===== src/rtl/div_hilo_ctrl_if.sv =====
// Bundles the HI/LO divide controller signals: CPU request side, divider core side and
// HI/LO register port. The controller uses the slave modport.
interface div_hilo_ctrl_if;
    logic        start;
    logic [31:0] op_a;
    logic [31:0] op_b;
    logic [31:0] div_a;
    logic [31:0] div_b;
    logic [31:0] div_q;
    logic [31:0] div_r;
    logic        hi_we;
    logic        lo_we;
    logic [31:0] wr_data;
    logic [31:0] hi_out;
    logic [31:0] lo_out;
    logic        busy;
    logic        done;
    logic        div_by_zero;

    modport master (
        output start, op_a, op_b, div_q, div_r, hi_we, lo_we, wr_data,
        input  div_a, div_b, hi_out, lo_out, busy, done, div_by_zero
    );

    modport slave (
        input  start, op_a, op_b, div_q, div_r, hi_we, lo_we, wr_data,
        output div_a, div_b, hi_out, lo_out, busy, done, div_by_zero
    );
endinterface


===== src/rtl/div_hilo_ctrl.sv =====
// Sequences a signed divide through an external combinational divider core, waits a
// fixed settle time, then writes the quotient to LO and the sign-corrected remainder to HI.
module div_hilo_ctrl #(
    parameter int unsigned SETTLE_CYCLES = 4
) (
    input logic            clk,
    input logic            clr,
    div_hilo_ctrl_if.slave bus
);
    typedef enum logic [1:0] {
        S_IDLE,
        S_WAIT,
        S_WRITE
    } state_t;

    state_t      r_state;
    state_t      w_next;
    logic [3:0]  r_cnt;
    logic        r_sign_a;
    logic [31:0] r_abs_b;
    logic [31:0] r_div_a;
    logic [31:0] r_div_b;
    logic [31:0] r_hi;
    logic [31:0] r_lo;
    logic        r_done;
    logic        r_dbz;

    logic        w_accept;
    logic        w_op_b_zero;
    logic [31:0] w_rem_mag;
    logic [31:0] w_rem_fix;

    assign w_op_b_zero = (bus.op_b == '0);

    always_comb begin
        w_next   = r_state;
        w_accept = 1'b0;
        case (r_state)
            S_IDLE: begin
                if (bus.start) begin
                    w_accept = 1'b1;
                    w_next   = w_op_b_zero ? S_WRITE : S_WAIT;
                end
            end
            S_WAIT: begin
                if (r_cnt == 4'd1) begin
                    w_next = S_WRITE;
                end
            end
            S_WRITE: w_next = S_IDLE;
            default: w_next = S_IDLE;
        endcase
    end

    // Core remainder is a raw non-restoring value on magnitudes: restore once, then
    // give it the dividend's sign.
    always_comb begin
        w_rem_mag = bus.div_r[31] ? (bus.div_r + r_abs_b) : bus.div_r;
        w_rem_fix = r_sign_a ? (32'd0 - w_rem_mag) : w_rem_mag;
    end

    always_ff @(posedge clk) begin
        if (clr) begin
            r_state <= S_IDLE;
        end else begin
            r_state <= w_next;
        end
    end

    always_ff @(posedge clk) begin
        if (clr) begin
            r_cnt    <= '0;
            r_sign_a <= 1'b0;
            r_abs_b  <= '0;
            r_div_a  <= '0;
            r_div_b  <= '0;
            r_hi     <= '0;
            r_lo     <= '0;
            r_done   <= 1'b0;
            r_dbz    <= 1'b0;
        end else begin
            r_done <= 1'b0;

            if (w_accept) begin
                r_div_a  <= bus.op_a;
                r_div_b  <= bus.op_b;
                r_sign_a <= bus.op_a[31];
                r_abs_b  <= bus.op_b[31] ? (32'd0 - bus.op_b) : bus.op_b;
                if (!w_op_b_zero) begin
                    r_cnt <= 4'(SETTLE_CYCLES);
                end
            end else if (r_state == S_WAIT) begin
                r_cnt <= r_cnt - 4'd1;
            end

            if (bus.hi_we) begin
                r_hi <= bus.wr_data;
            end
            if (bus.lo_we) begin
                r_lo <= bus.wr_data;
            end

            // Later assignments override the direct HI/LO write in the result cycle.
            if (r_state == S_WRITE) begin
                r_done <= 1'b1;
                if (r_div_b == '0) begin
                    r_lo  <= '1;
                    r_hi  <= r_div_a;
                    r_dbz <= 1'b1;
                end else begin
                    r_lo  <= bus.div_q;
                    r_hi  <= w_rem_fix;
                    r_dbz <= 1'b0;
                end
            end
        end
    end

    assign bus.div_a       = r_div_a;
    assign bus.div_b       = r_div_b;
    assign bus.hi_out      = r_hi;
    assign bus.lo_out      = r_lo;
    assign bus.busy        = (r_state != S_IDLE);
    assign bus.done        = r_done;
    assign bus.div_by_zero = r_dbz;
endmodule


===== src/flat_wrapper.sv =====
// flat-port wrapper written by rule: the top's interface ports become plain ports
module div_hilo_ctrl_flat 
#(
    parameter int unsigned SETTLE_CYCLES = 4
)
  (clk, clr, bus_start, bus_op_a, bus_op_b, bus_div_q, bus_div_r, bus_hi_we, bus_lo_we, bus_wr_data, bus_div_a, bus_div_b, bus_hi_out, bus_lo_out, bus_busy, bus_done, bus_div_by_zero);
  div_hilo_ctrl_if bus_i ();
  input logic clk;
  input logic clr;
  input wire logic [$bits(bus_i.start)-1:0] bus_start;
  input wire logic [$bits(bus_i.op_a)-1:0] bus_op_a;
  input wire logic [$bits(bus_i.op_b)-1:0] bus_op_b;
  input wire logic [$bits(bus_i.div_q)-1:0] bus_div_q;
  input wire logic [$bits(bus_i.div_r)-1:0] bus_div_r;
  input wire logic [$bits(bus_i.hi_we)-1:0] bus_hi_we;
  input wire logic [$bits(bus_i.lo_we)-1:0] bus_lo_we;
  input wire logic [$bits(bus_i.wr_data)-1:0] bus_wr_data;
  output wire logic [$bits(bus_i.div_a)-1:0] bus_div_a;
  output wire logic [$bits(bus_i.div_b)-1:0] bus_div_b;
  output wire logic [$bits(bus_i.hi_out)-1:0] bus_hi_out;
  output wire logic [$bits(bus_i.lo_out)-1:0] bus_lo_out;
  output wire logic [$bits(bus_i.busy)-1:0] bus_busy;
  output wire logic [$bits(bus_i.done)-1:0] bus_done;
  output wire logic [$bits(bus_i.div_by_zero)-1:0] bus_div_by_zero;
  assign bus_i.start = bus_start;
  assign bus_i.op_a = bus_op_a;
  assign bus_i.op_b = bus_op_b;
  assign bus_i.div_q = bus_div_q;
  assign bus_i.div_r = bus_div_r;
  assign bus_i.hi_we = bus_hi_we;
  assign bus_i.lo_we = bus_lo_we;
  assign bus_i.wr_data = bus_wr_data;
  assign bus_div_a = bus_i.div_a;
  assign bus_div_b = bus_i.div_b;
  assign bus_hi_out = bus_i.hi_out;
  assign bus_lo_out = bus_i.lo_out;
  assign bus_busy = bus_i.busy;
  assign bus_done = bus_i.done;
  assign bus_div_by_zero = bus_i.div_by_zero;
  div_hilo_ctrl #(.SETTLE_CYCLES(SETTLE_CYCLES)) u_core (.clk(clk), .clr(clr), .bus(bus_i));
endmodule

===== config.mk =====
export PLATFORM = sky130hd
export DESIGN_NAME = div_hilo_ctrl_flat
export DESIGN_NICKNAME = d
export VERILOG_FILES = /design/src/rtl/div_hilo_ctrl_if.sv /design/src/rtl/div_hilo_ctrl.sv /design/src/flat_wrapper.sv
export SDC_FILE = /design/constraint.sdc
export NUM_CORES = 1
export LEC_CHECK = 0
export CAP_MARGIN = 5
export CORE_MARGIN = 1.5
export CORE_UTILIZATION = 30
export DETAILED_ROUTE_END_ITERATION = 8
export PLACE_DENSITY = 0.63
export SLEW_MARGIN = 40
export SYNTH_ARGS = -nofsm -noshare
export SYNTH_HDL_FRONTEND = slang
export SYNTH_SLANG_ARGS = --single-unit

===== constraint.sdc =====
create_clock -name clk -period 6.4 [get_ports clk]
set_input_delay 1.28 -clock clk [delete_from_list [all_inputs] [get_ports clk]]
set_output_delay 1.28 -clock clk [all_outputs]
set_load 0.02 [all_outputs]

==> out/metrics.yaml <==
crit_required_ns: 6.75
synth_compound_area_share_pct: 25.7
vias: 10800
timing.rr.start: "u_core.bus.div_b[0]"
finalClockSkew_ns: 0.0131
ys_seq_elements: 167
cts_inserted_buffers: 17
rows: 68
total_power_w: 0.00321
cts_max_path_buffers: 2
port_buffers: 295
p_switching_w: 0.00111
wl_met3_um: 2750
synth_fp_nets: 1547
die_x_um: 191
dpl_worst_slack_ns: 1.04
io_pins: 296
crit_path_max_incr_delay_ns: 0.59
synth_top_family_by_area: "compound AO/OA/AOI/OAI gates"
synthCells: 1346
place_hpwl_um: 29000
track_usage_pct: 20.5
finalHoldViolCount: 0
ctsResizeCount: 0
seqPwrFrac_pct: 36.4
fin_area_um2: 14400
hold_buffers: 0
root_buffer: "clkbuf_16"
crit_cells: 14
antenna_found_initial: 3
share_comb_of_total_power_pct: 30.3
routedLengthMet1_um: 17900
post-route-period-util_pct: 77.2
initial_core_util_pct: 30.5
cp-start-kind: "input port"
r2r_cells: 13
drive_gt1_share_pct: 5.07
grt-ovfl-total: 0
syn_area_per_cell_um2: 7.84
clk_transition_reported_paths_ns: 0.07
r2r_end: "u_core.bus.hi_out[27]"
slew_headroom_pct: 37.7
critPathSlowestCell: "a221oi_1"
intPower_w: 0.00210
post-route-drc-count: 0
ys_dominant_reg_cell: "dfxtp_1"
synthXorXnorAreaFrac_pct: 5.48
yosysWarnings: 0
drtIter0Drc: 387
worstSetupStartpoint: "bus_div_r[0]"
endpoint_kind: "register"
cts_setup_buffers: 0
cts_sinks: 167
synth_enable_flop_cells: 0
cp_num_buf_inv: 1
area.growth.synth_to_final_pct: 36.5
post_dp_cell_area_um2: 13800
setup_viol: 0
critical-path-top-delay-family: "compound AO/OA/AOI/OAI gates"
grt_first_pass_wirelength_um: 58300
drv_cap: 0
fin_ws_ns: 1.46
status: "complete, no violations"
grt_pass1_vias: 10300
core_um2: 34600
path_cells: "clkdlybuf4s50_1, ha_1, fa_1, a211oi_2, o21ai_0, a22o_1, a21bo_2, a21o_1, a221oi_1, nand3_1, o41ai_1, xnor2_1, o21ai_1, o21a_1"
die_h_um: 191
final_core_util_pct: 41.6
hold_class: "reg2reg"
postRouteAntennaNets: 0
fmax_mhz: 202
netlist_area_um2: 10600
setup.worst_path.end: "u_core.bus.hi_out[27]"
top_layer_used: "met5"
grt_max_degree: 97
gp_congestion: 0.833
cts_tree: "done"
swShare_pct: 34.7
crit_arrival_ns: 5.29
synthSimpleGateAreaFrac_pct: 21.1
viasPerCell: 5.33
power_density_nw_per_um2: 223
htreeDepth: 4
rrSetupSlack_ns: 2.22
dr_wl_met2_um: 16800
critPathMaxFanout: 5
path_class: "in2reg"
synth-adder-area-share_pct: 4.34
worstMarginPinSlew_ns: 0.932
layout.nets: 1766
clk_latency_ns: 0.45
maxSlewViolCount: 0
min_period_ns: 4.94
rsz0062_at_grt: "no"
fin_setup_tns_ns: 0
synthArstFlopShare_pct: 0
drtPass1Iterations: 5
vdd_drop_max_mv: 0.194
ys_seq_area_share_pct: 31.7
clockPowerShare_pct: 33.3
wl_per_cell_um: 18.7
wl_um: 38100
dieArea_um2: 36300
synth.area.mux_share_pct: 6.85
p_leak_nw: 5.39
synthDistinctLibCells: 76
[placed cells by master, fill, tap and decap left out, types with 14 or more instances in the layout]
cell type / count
nor2_1: 93
inv_1: 20
a211oi_1: 105
o31ai_1: 16
a21oi_1: 115
nor3_1: 59
mux2i_1: 70
nand2_1: 191
clkbuf_16: 17
a21o_1: 14
nand4_1: 21
nor4_1: 15
o21a_1: 16
clkdlybuf4s50_1: 290
ha_1: 35
xor2_1: 43
dfxtp_1: 167
a31oi_1: 14
o21ai_0: 48
nand3_1: 19
xnor2_1: 23
[state kept, by name (all words and copies together) (netlist names)]
| name | flops |
|---|---|
| u_core.r_state | 2 |
| u_core.r_abs_b | 31 |
| u_core.bus.div_a | 32 |
| u_core.bus.hi_out | 32 |
| u_core.r_cnt | 4 |
| u_core.bus.lo_out | 32 |
| u_core.bus.done | 1 |
| u_core.bus.div_b | 32 |
| u_core.bus.div_by_zero | 1 |
[cell type report]
class	count	area [um2]
Fill cell	3525	20200
Multi-Input combinational cell	1049	6720
Sequential cell	167	3340
Timing Repair Buffer	309	3100
Tap cell	455	569
Clock buffer	17	425
Clock inverter	15	179
Inverter	21	78.8
Antenna cell	1	2.50
[cells by family after synthesis]
kind of cell,after synthesis
adder cells (fa/ha/maj),36
AO/OA/AOI/OAI,400
multiplexers,72
buffers and inverters,130
flip-flops,167
AND/OR/NAND/NOR,475
XOR/XNOR,66
[layer usage]
layer | global-route usage (%) | vias to the layer above
met3 | 5.13 | 29
met4 | 5.75 | 4
met2 | 32.7 | 362
li1 | - | 5398
met5 | 0 | -
met1 | 27.3 | 5055
[worst min-delay path, cell delays in order, from the launching register on]
cell     delay [ns]
dfxtp_1        0.32
nand2_1        0.05
a21oi_1        0.05
[worst min-delay path by stage]
stage | from | end | cells after the start
floorplan | u_core.r_state[1] | u_core.r_state[1] | 1
global placement | u_core.bus.div_by_zero | u_core.bus.div_by_zero | 2
detailed placement | u_core.bus.div_by_zero | u_core.bus.div_by_zero | 2
CTS | u_core.bus.div_b[17] | u_core.bus.div_b[17] | 2
global route | u_core.bus.div_a[17] | u_core.bus.div_a[17] | 2
finish | u_core.bus.div_b[17] | u_core.bus.div_b[17] | 2
[power groups by stage]
| stage | logic [W] | clock network (W) | registers (W) |
|---|---|---|---|
| after floorplan | 0.000525 | 0 | 0.00124 |
| after global placement | 0.000959 | 0 | 0.00119 |
| after detailed placement | 0.000969 | 0 | 0.00119 |
| after CTS | 0.000973 | 0.00110 | 0.00117 |
| after global routing | 0.00106 | 0.00114 | 0.00118 |
| final | 0.000973 | 0.00107 | 0.00117 |
[Yosys cell counts, types with 23 or more instances]
master | count | area share [%]
o21ai_0 | 48 | 2.3
clkbuf_1 | 84 | 3.0
nor2_1 | 94 | 3.3
nor3_1 | 59 | 2.8
ha_1 | 35 | 4.1
xor2_1 | 43 | 3.6
xnor2_1 | 23 | 1.9
a21oi_1 | 115 | 5.5
a211oi_1 | 105 | 7.5
nand2_1 | 192 | 6.8
dfxtp_1 | 167 | 32
mux2i_1 | 70 | 6.6
[metrics by stage]
step,cells,hold slack (ns)
2_1_floorplan,1346,0.452
3_3_place_gp,1998,0.454
3_5_place_dp,2000,0.459
4_1_cts,2032,0.474
5_1_grt,2033,0.493
6_report,2034,0.474
Note: power is estimated with default switching activity, not from simulation.
